**config.mk**
```make
export PLATFORM = sky130hd
export DESIGN_NAME = hilo_unit
export DESIGN_NICKNAME = d
export VERILOG_FILES = /design/src/rtl/hilo_unit.sv
export SDC_FILE = /design/constraint.sdc
export NUM_CORES = 1
export LEC_CHECK = 0
export CAP_MARGIN = 5
export CORE_MARGIN = 2
export CORE_UTILIZATION = 43
export DETAILED_ROUTE_END_ITERATION = 16
export GPL_TIMING_DRIVEN = 0
export PLACE_DENSITY = 0.77
export RECOVER_POWER = 25
export REMOVE_ABC_BUFFERS = 1
export SKIP_CTS_REPAIR_TIMING = 1
export SLEW_MARGIN = 10
export SYNTH_ARGS = -nofsm -noshare
export SYNTH_HDL_FRONTEND = slang
export SYNTH_SLANG_ARGS = --single-unit
```
**constraint.sdc**
```tcl
create_clock -name clk -period 2.15 [get_ports clk]
set_input_delay 0.645 -clock clk [delete_from_list [all_inputs] [get_ports clk]]
set_output_delay 0.645 -clock clk [all_outputs]
set_load 0.03 [all_outputs]
```
**src/rtl/hilo_unit.sv**
```systemverilog
// HI/LO register file and DIVU sequencer for a MIPS-style pipeline.
// Latency: MTHI/MTLO update on the next edge; a divide result lands on hi/lo
//   two edges after the divider's stop rising edge is sampled.
// Backpressure: stall is raised for any HI/LO-related instruction while a
//   divide is in flight; the held instruction takes effect once stall drops.
//
// Ports:
//   clk, reset        clock and synchronous active-low reset
//   div_start         DIVU issued this cycle; div_b_zero flags a zero divisor
//   div_signal        level drive to the divider, high only while BUSY
//   div_stop          divider done flag; div_data = {remainder, quotient}
//   mthi/mtlo, wdata  write HI/LO
//   mfhi/mflo, rdata  read HI/LO (combinational, with same-cycle forwarding)
//   stall             freeze IF/ID/EX this cycle
//   hi, lo            architectural HI and LO
//   err_pulse         one-cycle pulse on divide-by-zero or divider timeout
module hilo_unit #(
  parameter int TIMEOUT = 40
) (
  input  logic        clk,
  input  logic        reset,
  input  logic        div_start,
  input  logic        div_b_zero,
  output logic        div_signal,
  input  logic        div_stop,
  input  logic [63:0] div_data,
  input  logic        mthi,
  input  logic        mtlo,
  input  logic [31:0] wdata,
  input  logic        mfhi,
  input  logic        mflo,
  output logic [31:0] rdata,
  output logic        stall,
  output logic [31:0] hi,
  output logic [31:0] lo,
  output logic        err_pulse
);

  // Counter must hold values up to TIMEOUT.
  localparam int CW = $clog2(TIMEOUT + 1);

  typedef enum logic [1:0] {
    IDLE = 2'd0,
    BUSY = 2'd1,
    DONE = 2'd2
  } state_e;

  state_e        state_q, state_d;
  logic [CW-1:0] cnt_q, cnt_d;
  logic [63:0]   hold_q, hold_d;
  logic [31:0]   hi_q, hi_d;
  logic [31:0]   lo_q, lo_d;
  logic          err_q, err_d;
  logic          stop_prev_q;

  logic          start_ok;
  logic          stop_rise;
  logic          timed_out;

  assign start_ok  = div_start && !div_b_zero;
  // Only a fresh 0->1 edge counts, and never on the first BUSY cycle: a stop
  // flag left high by the previous divide must not be taken as this result.
  assign stop_rise = div_stop && !stop_prev_q && (cnt_q != '0);
  // cnt_q counts BUSY cycles already completed, so this is the last one.
  assign timed_out = (cnt_q == CW'(TIMEOUT - 1));

  // ---------------- FSM: state register ----------------
  always_ff @(posedge clk) begin
    if (!reset) begin
      state_q <= IDLE;
    end else begin
      state_q <= state_d;
    end
  end

  // ---------------- FSM: next state ----------------
  always_comb begin
    state_d = state_q;
    case (state_q)
      IDLE: begin
        if (start_ok) state_d = BUSY;
      end
      BUSY: begin
        if (stop_rise)      state_d = DONE;
        else if (timed_out) state_d = IDLE;
      end
      DONE:    state_d = IDLE;
      default: state_d = IDLE;
    endcase
  end

  // ---------------- FSM: outputs ----------------
  // Gating with reset keeps div_signal and stall low for the whole reset
  // cycle, even before the state register has been forced back to IDLE.
  always_comb begin
    div_signal = reset && (state_q == BUSY);
    stall      = reset && (state_q != IDLE) &&
                 (div_start || mthi || mtlo || mfhi || mflo);
    rdata      = '0;
    if (mfhi) begin
      rdata = mthi ? wdata : hi_q;
    end else if (mflo) begin
      rdata = mtlo ? wdata : lo_q;
    end
  end

  // ---------------- Datapath next state ----------------
  always_comb begin
    cnt_d  = cnt_q;
    hold_d = hold_q;
    hi_d   = hi_q;
    lo_d   = lo_q;
    err_d  = 1'b0;
    case (state_q)
      IDLE: begin
        // Moves and a divide may issue together; the move lands now and the
        // divide result overwrites it later in DONE.
        if (mthi) hi_d = wdata;
        if (mtlo) lo_d = wdata;
        if (div_start) begin
          if (div_b_zero) err_d = 1'b1;
          else            cnt_d = '0;
        end
      end
      BUSY: begin
        cnt_d = cnt_q + 1'b1;
        if (stop_rise)      hold_d = div_data;
        else if (timed_out) err_d  = 1'b1;
      end
      DONE: begin
        hi_d = hold_q[63:32];
        lo_d = hold_q[31:0];
      end
      default: ;
    endcase
  end

  // ---------------- Datapath registers ----------------
  always_ff @(posedge clk) begin
    if (!reset) begin
      cnt_q       <= '0;
      hold_q      <= '0;
      hi_q        <= '0;
      lo_q        <= '0;
      err_q       <= 1'b0;
      stop_prev_q <= 1'b0;
    end else begin
      cnt_q       <= cnt_d;
      hold_q      <= hold_d;
      hi_q        <= hi_d;
      lo_q        <= lo_d;
      err_q       <= err_d;
      stop_prev_q <= div_stop;
    end
  end

  assign hi        = hi_q;
  assign lo        = lo_q;
  assign err_pulse = err_q;

endmodule

```
==> results of run 1 <==
layer usage:
| metal | global-route usage [%] | wire [um] |
|---|---|---|
| met5 | 0 | 0 |
| met3 | 4.883 | 1973 |
| met2 | 42.78 | 12080 |
| met4 | 9.114 | 618 |
| met1 | 32.09 | 10750 |
cell families (layout without fill, tap and decap cells):
logic type      after synthesis  count (layout)  share of synthesized area [%]
mux                          64              64                          10.30
compound gates              210             211                          18.82
fa+ha+maj                     2               2                         0.3785
flops                       138             138                          41.79
buf+inv                      88             269                          6.209
simple gates                327             330                          22.51
area by class of cell:
type | instances | area share (%)
Clock buffer | 24 | 5.196
Timing Repair Buffer | 236 | 25.93
Tap cell | 188 | 2.436
Multi-Input combinational cell | 607 | 36.82
Sequential cell | 138 | 28.69
Inverter | 6 | 0.2591
Clock inverter | 3 | 0.6737
worst max-delay path by stage:
stage,to
finish,rdata[28]
detailed placement,rdata[28]
CTS,rdata[28]
floorplan,hi[0]$_SDFFE_PN0P_
global route,rdata[26]
global placement,lo[30]$_SDFFE_PN0P_
synthesized netlist by cell type, drive strengths merged:
library cell / count / area share (%)
a21boi: 1 / 0.11
a21oi: 67 / 5.1
a22oi: 1 / 0.11
a31oi: 1 / 0.095
and2: 1 / 0.095
and4bb: 1 / 0.19
buf: 31 / 3.0
clkbuf: 51 / 2.9
dfxtp: 138 / 42
ha: 2 / 0.38
inv: 6 / 0.34
mux2: 32 / 5.5
mux2i: 32 / 4.8
nand2: 106 / 6.0
nand2b: 2 / 0.19
nand3: 163 / 12
nand3b: 1 / 0.11
nand4: 2 / 0.19
nor2: 41 / 2.3
nor2b: 4 / 0.38
nor3: 2 / 0.15
nor3b: 1 / 0.11
nor4b: 1 / 0.13
o211a: 1 / 0.15
o21a: 1 / 0.11
o21ai: 73 / 5.7
o221a: 1 / 0.17
o221ai: 31 / 4.1
o22a: 1 / 0.13
o22ai: 31 / 2.9
o31ai: 1 / 0.11
or2: 1 / 0.095
or3b: 1 / 0.17
per-stage QoR:
| step | power [uW] | instance area (um2) | instances |
|---|---|---|---|
| global placement | 4351 | 8489 | 1138 |
| detailed placement | 4368 | 8651 | 1144 |
| CTS | 7208 | 9218 | 1171 |
| global route | 7485 | 9657 | 1202 |
| floorplan | 3570 | 6222 | 747 |
| finish | 7248 | 9657 | 1202 |
sequential cells by signal, summed over array words and instances, names as in the netlist:
register     count
hold_q          64
stop_prev_q      1
hi              32
lo              32
cnt_q            6
state_q          2
err_pulse        1
critical path: stages:
cell,delay [ps]
buf_16,120
clkbuf_16,170
mux2i_1,290
o21ai_2,110
buf_6,150
report_power, final:
| group | total (uW) | leakage, uW | internal (uW) | switching, uW |
|---|---|---|---|---|
| clock network | 2870 | 0.000280 | 1830 | 1040 |
| registers | 2790 | 0.00113 | 2680 | 111 |
| logic | 1590 | 0.00308 | 672 | 916 |
==> flow_metrics.tcl, run 1 <==
set metrics [dict create \
    die_h_um 128.0 \
    h-tree-depth 4 \
    layout_commonest_cell "nand3_1" \
    grt_max_degree 118 \
    grt.overflow.total 0 \
    clk_pin_slew_ps 60 \
    maxCapViolCount 0 \
    grt_setup_unrepaired "yes" \
    slew_headroom_pct 47.42 \
    period_minus_slack_ps 2132 \
    ys_seq_elements 138 \
    core_um2 15090 \
    crit_fanout 6 \
    antenna_found_initial 0 \
    utilization_pct 64.00 \
    holdPathStages 2 \
    min_to "hold_q[39]$_SDFFE_PN0P_" \
    worst_hold_startpoint "hold_q[39]$_SDFFE_PN0P_" \
    grt_usage_pct 25.26 \
    yosysWarnings 0 \
    hp-class "reg -> reg" \
    netlist_area_um2 6610 \
    fmax_mhz 469.1 \
    worst_hold_slack_ps 445.9 \
    cts_buffer_depth 2 \
    preCtsSetupSlack_ps -1472 \
    crit_type "in -> out" \
    start_util_pct 43.81 \
    ctsRootBufferMaster "clkbuf_16" \
    dr.pass1.iters 6 \
    startpoint_type "input pin" \
    fin_setup_tns_ps 0 \
    drv_slew 0 \
    worstPathRequired_ps 1500 \
    drtIter0Drc 731 \
    fp.dieArea_um2 16380 \
    cp-startpoint "mtlo" \
    worstReg2RegStart "state_q[0]$_SDFFE_PN0P_" \
    numCtsBuffers 17 \
    postSynthCellCount 829 \
    synth.avg_cell_area_um2 7.974 \
    layout_setup_ws_ps 18.38 \
    drt_wl_total_um 25420 \
    arrival_ps 1490 \
    hold_viol 0 \
    syn_to_final_growth_pct 46.09 \
    layout.area.seq_um2 2770 \
    via_count 7128 \
    ff2ff_path_depth 5 \
    drc_errors 0 \
    wl_per_cell_um 21.15 \
    synth_cell_types 40 \
    gp_congestion 0.7816 \
    dpl.hpwl_um 12480 \
    critPathCaptureType "output pin" \
    r2r_slack_ps 130 \
    grt_pass1_wl_um 32790 \
    fp.dieW_um 128.0 \
    viasPerCell 5.930 \
    multi_input_area_um2 3556 \
    fin_nets 1113 \
    worstMarginPinSlew_ps 787.5 \
    antenna_cells 0 \
    post-route-period-util_pct 99.15 \
    p_leak_uw 0.004485 \
    drtAntennaViolNets 0 \
    clock_skew_ps 7.632 \
    first_global_vias 6225 \
    pin_count 204 \
    finalSetupViolCount 0 \
    drive_above_1_share_pct 13.31 \
    clk_latency_ps 410 \
    cts.sinks 138 \
    status "finished clean" \
    power_density_nw_per_um2 750.6 \
    ir_drop_mv 0.5636 \
    rr_endpoint "lo[27]$_SDFFE_PN0P_" \
    fillCellCount 1339 \
    tritoncts "built" \
    yosysSeqAreaShare_pct 41.79 \
    portBuffers 203 \
    rows 45 \
    layout_common_cells "163 x nand3_1, 136 x dfxtp_1, 104 x nand2_1" \
]
No activity file was read; power rests on OpenSTA's default activity.
==> run 2, diff against run 1 <==
--- a/config.mk
+++ b/config.mk
@@ -7,10 +7,11 @@
 export LEC_CHECK = 0
 export CAP_MARGIN = 5
 export CORE_MARGIN = 2
-export CORE_UTILIZATION = 43
+export CORE_UTILIZATION = 57
 export DETAILED_ROUTE_END_ITERATION = 16
+export DONT_BUFFER_PORTS = 1
 export GPL_TIMING_DRIVEN = 0
-export PLACE_DENSITY = 0.77
+export PLACE_DENSITY = 0.75
 export RECOVER_POWER = 25
 export REMOVE_ABC_BUFFERS = 1
 export SKIP_CTS_REPAIR_TIMING = 1
==> flow_metrics.tcl, run 2 (synthesis gave the netlist of run 1 again) <==
set metrics [dict create \
    start_util_pct 58.14 \
    layout.area.seq_um2 2800 \
    drt_wl_total_um 19990 \
    largest_register_ffs 64 \
    utilization_pct 65.19 \
    p_leak_uw 0.003020 \
    dp.cells 894 \
    drive_above_1_share_pct 15.90 \
    ir_drop_mv 0.8645 \
    crit_fanout 13 \
    antenna_found_initial 0 \
    grt_max_degree 205 \
    core_um2 11370 \
    ctsRootBufferMaster "clkbuf_16" \
    multi_input_area_um2 3669 \
    drc_errors 0 \
    via_count 6289 \
    cp-startpoint "state_q[0]$_SDFFE_PN0P_" \
    status "finished clean" \
    slew_headroom_pct 43.09 \
    hold_viol 0 \
    fin_nets 880 \
    fin_setup_tns_ps 0 \
    fillCellCount 914 \
    period_minus_slack_ps 2138 \
    startpoint_type "register" \
    viasPerCell 6.770 \
    rows 39 \
    fin_cells 929 \
    clock_skew_ps 6.083 \
    worstPathRequired_ps 1500 \
    dpl.hpwl_um 11000 \
    wl_per_cell_um 21.52 \
    worst_hold_slack_ps 330.6 \
    grt_usage_pct 29.99 \
    h-tree-depth 4 \
    worstMarginPinSlew_ps 853.7 \
    syn_to_final_growth_pct 12.13 \
    cts.sinks 138 \
    maxCapViolCount 0 \
    fp.dieW_um 111.7 \
    layout_commonest_cell "nand3_1" \
    tritoncts "built" \
    layout_common_cells "162 x nand3_1, 112 x dfxtp_1, 103 x nand2_1" \
    gp_congestion 0.8060 \
    drv_slew 0 \
    finalSetupViolCount 0 \
    power_density_nw_per_um2 916.5 \
    crit_type "reg -> out" \
    drtAntennaViolNets 0 \
    grt.overflow.total 0 \
    fp.dieArea_um2 12470 \
    pin_count 204 \
    portBuffers 0 \
    drtIter0Drc 678 \
    cts_buffer_depth 2 \
    dr.pass1.iters 6 \
    clk_pin_slew_ps 50 \
    first_global_vias 6100 \
    grt_pass1_wl_um 30340 \
    numCtsBuffers 17 \
    post-route-period-util_pct 99.43 \
    arrival_ps 1490 \
    critPathCaptureType "output pin" \
    antenna_cells 0 \
    worst_hold_startpoint "div_b_zero" \
    clk_latency_ps 410 \
    grt_setup_unrepaired "yes" \
    top_register "hold_q" \
    fmax_mhz 467.8 \
    hp-class "in -> reg" \
    die_h_um 111.7 \
    worstReg2RegStart "state_q[1]$_SDFFE_PN0P_" \
]
[run 2: changes by cell type in the layout (fill, tap and decap cells not counted), moves of 10 or more]
cell             delta
clkdlybuf4s50_1    -91
dlymetal6s2s_1     -49
clkbuf_4           -14
dfxtp_2            +24
o21ai_0            -10
dfxtp_1            -24
clkbuf_1           -22
o21ai_1            -19
buf_4              -24
o21ai_2            +27
[run 2: worst max-delay path, stage by stage (launching register included)]
cell and delay [ps]:
dfxtp_4 500, nor2b_2 290, nand2_1 120, inv_2 170
[run 2: final cells by class]
type	instances	area share, %
Clock buffer	26	6.870
Clock inverter	6	1.469
Inverter	6	0.3376
Multi-Input combinational cell	604	49.49
Sequential cell	138	37.78
Tap cell	143	2.414
Timing Repair Buffer	6	1.637
[run 2: where the power goes]
group          internal [uW]  leakage [uW]  switching (uW)
clock                   1980      0.000305            1040
sequential              2690       0.00114             341
combinational            278       0.00158             464
[run 2: stage by stage]
stage / power [uW] / area (um2) / setup WS [ps]
6_report: 6793 / 7412 / 12.35
5_1_grt: 7006 / 7412 / -54.72
3_3_place_gp: 3685 / 6401 / -2146
4_1_cts: 6733 / 7129 / -873.1
2_1_floorplan: 3570 / 6222 / -711.8
3_5_place_dp: 3735 / 6511 / -802.2
[run 2: per-layer routing]
| layer | wire [um] | vias to the layer above | global-route usage (%) |
|---|---|---|---|
| met3 | 1868 | 39 | 9.799 |
| met1 | 8017 | 3031 | 35.59 |
| met4 | 375 | 0 | 10.37 |
| li1 | - | 2894 | - |
| met5 | 0 | - | 0 |
| met2 | 9727 | 325 | 51.11 |
[run 2: final timing paths]
check / to / cells after the start / slack [ps]
min: state_q[0]$_SDFFE_PN0P_ / 1 / 330
min reg2reg: hold_q[6]$_SDFFE_PN0P_ / 2 / 450
max: div_signal / 3 / 10
max reg2reg: hold_q[47]$_SDFFE_PN0P_ / 5 / 40
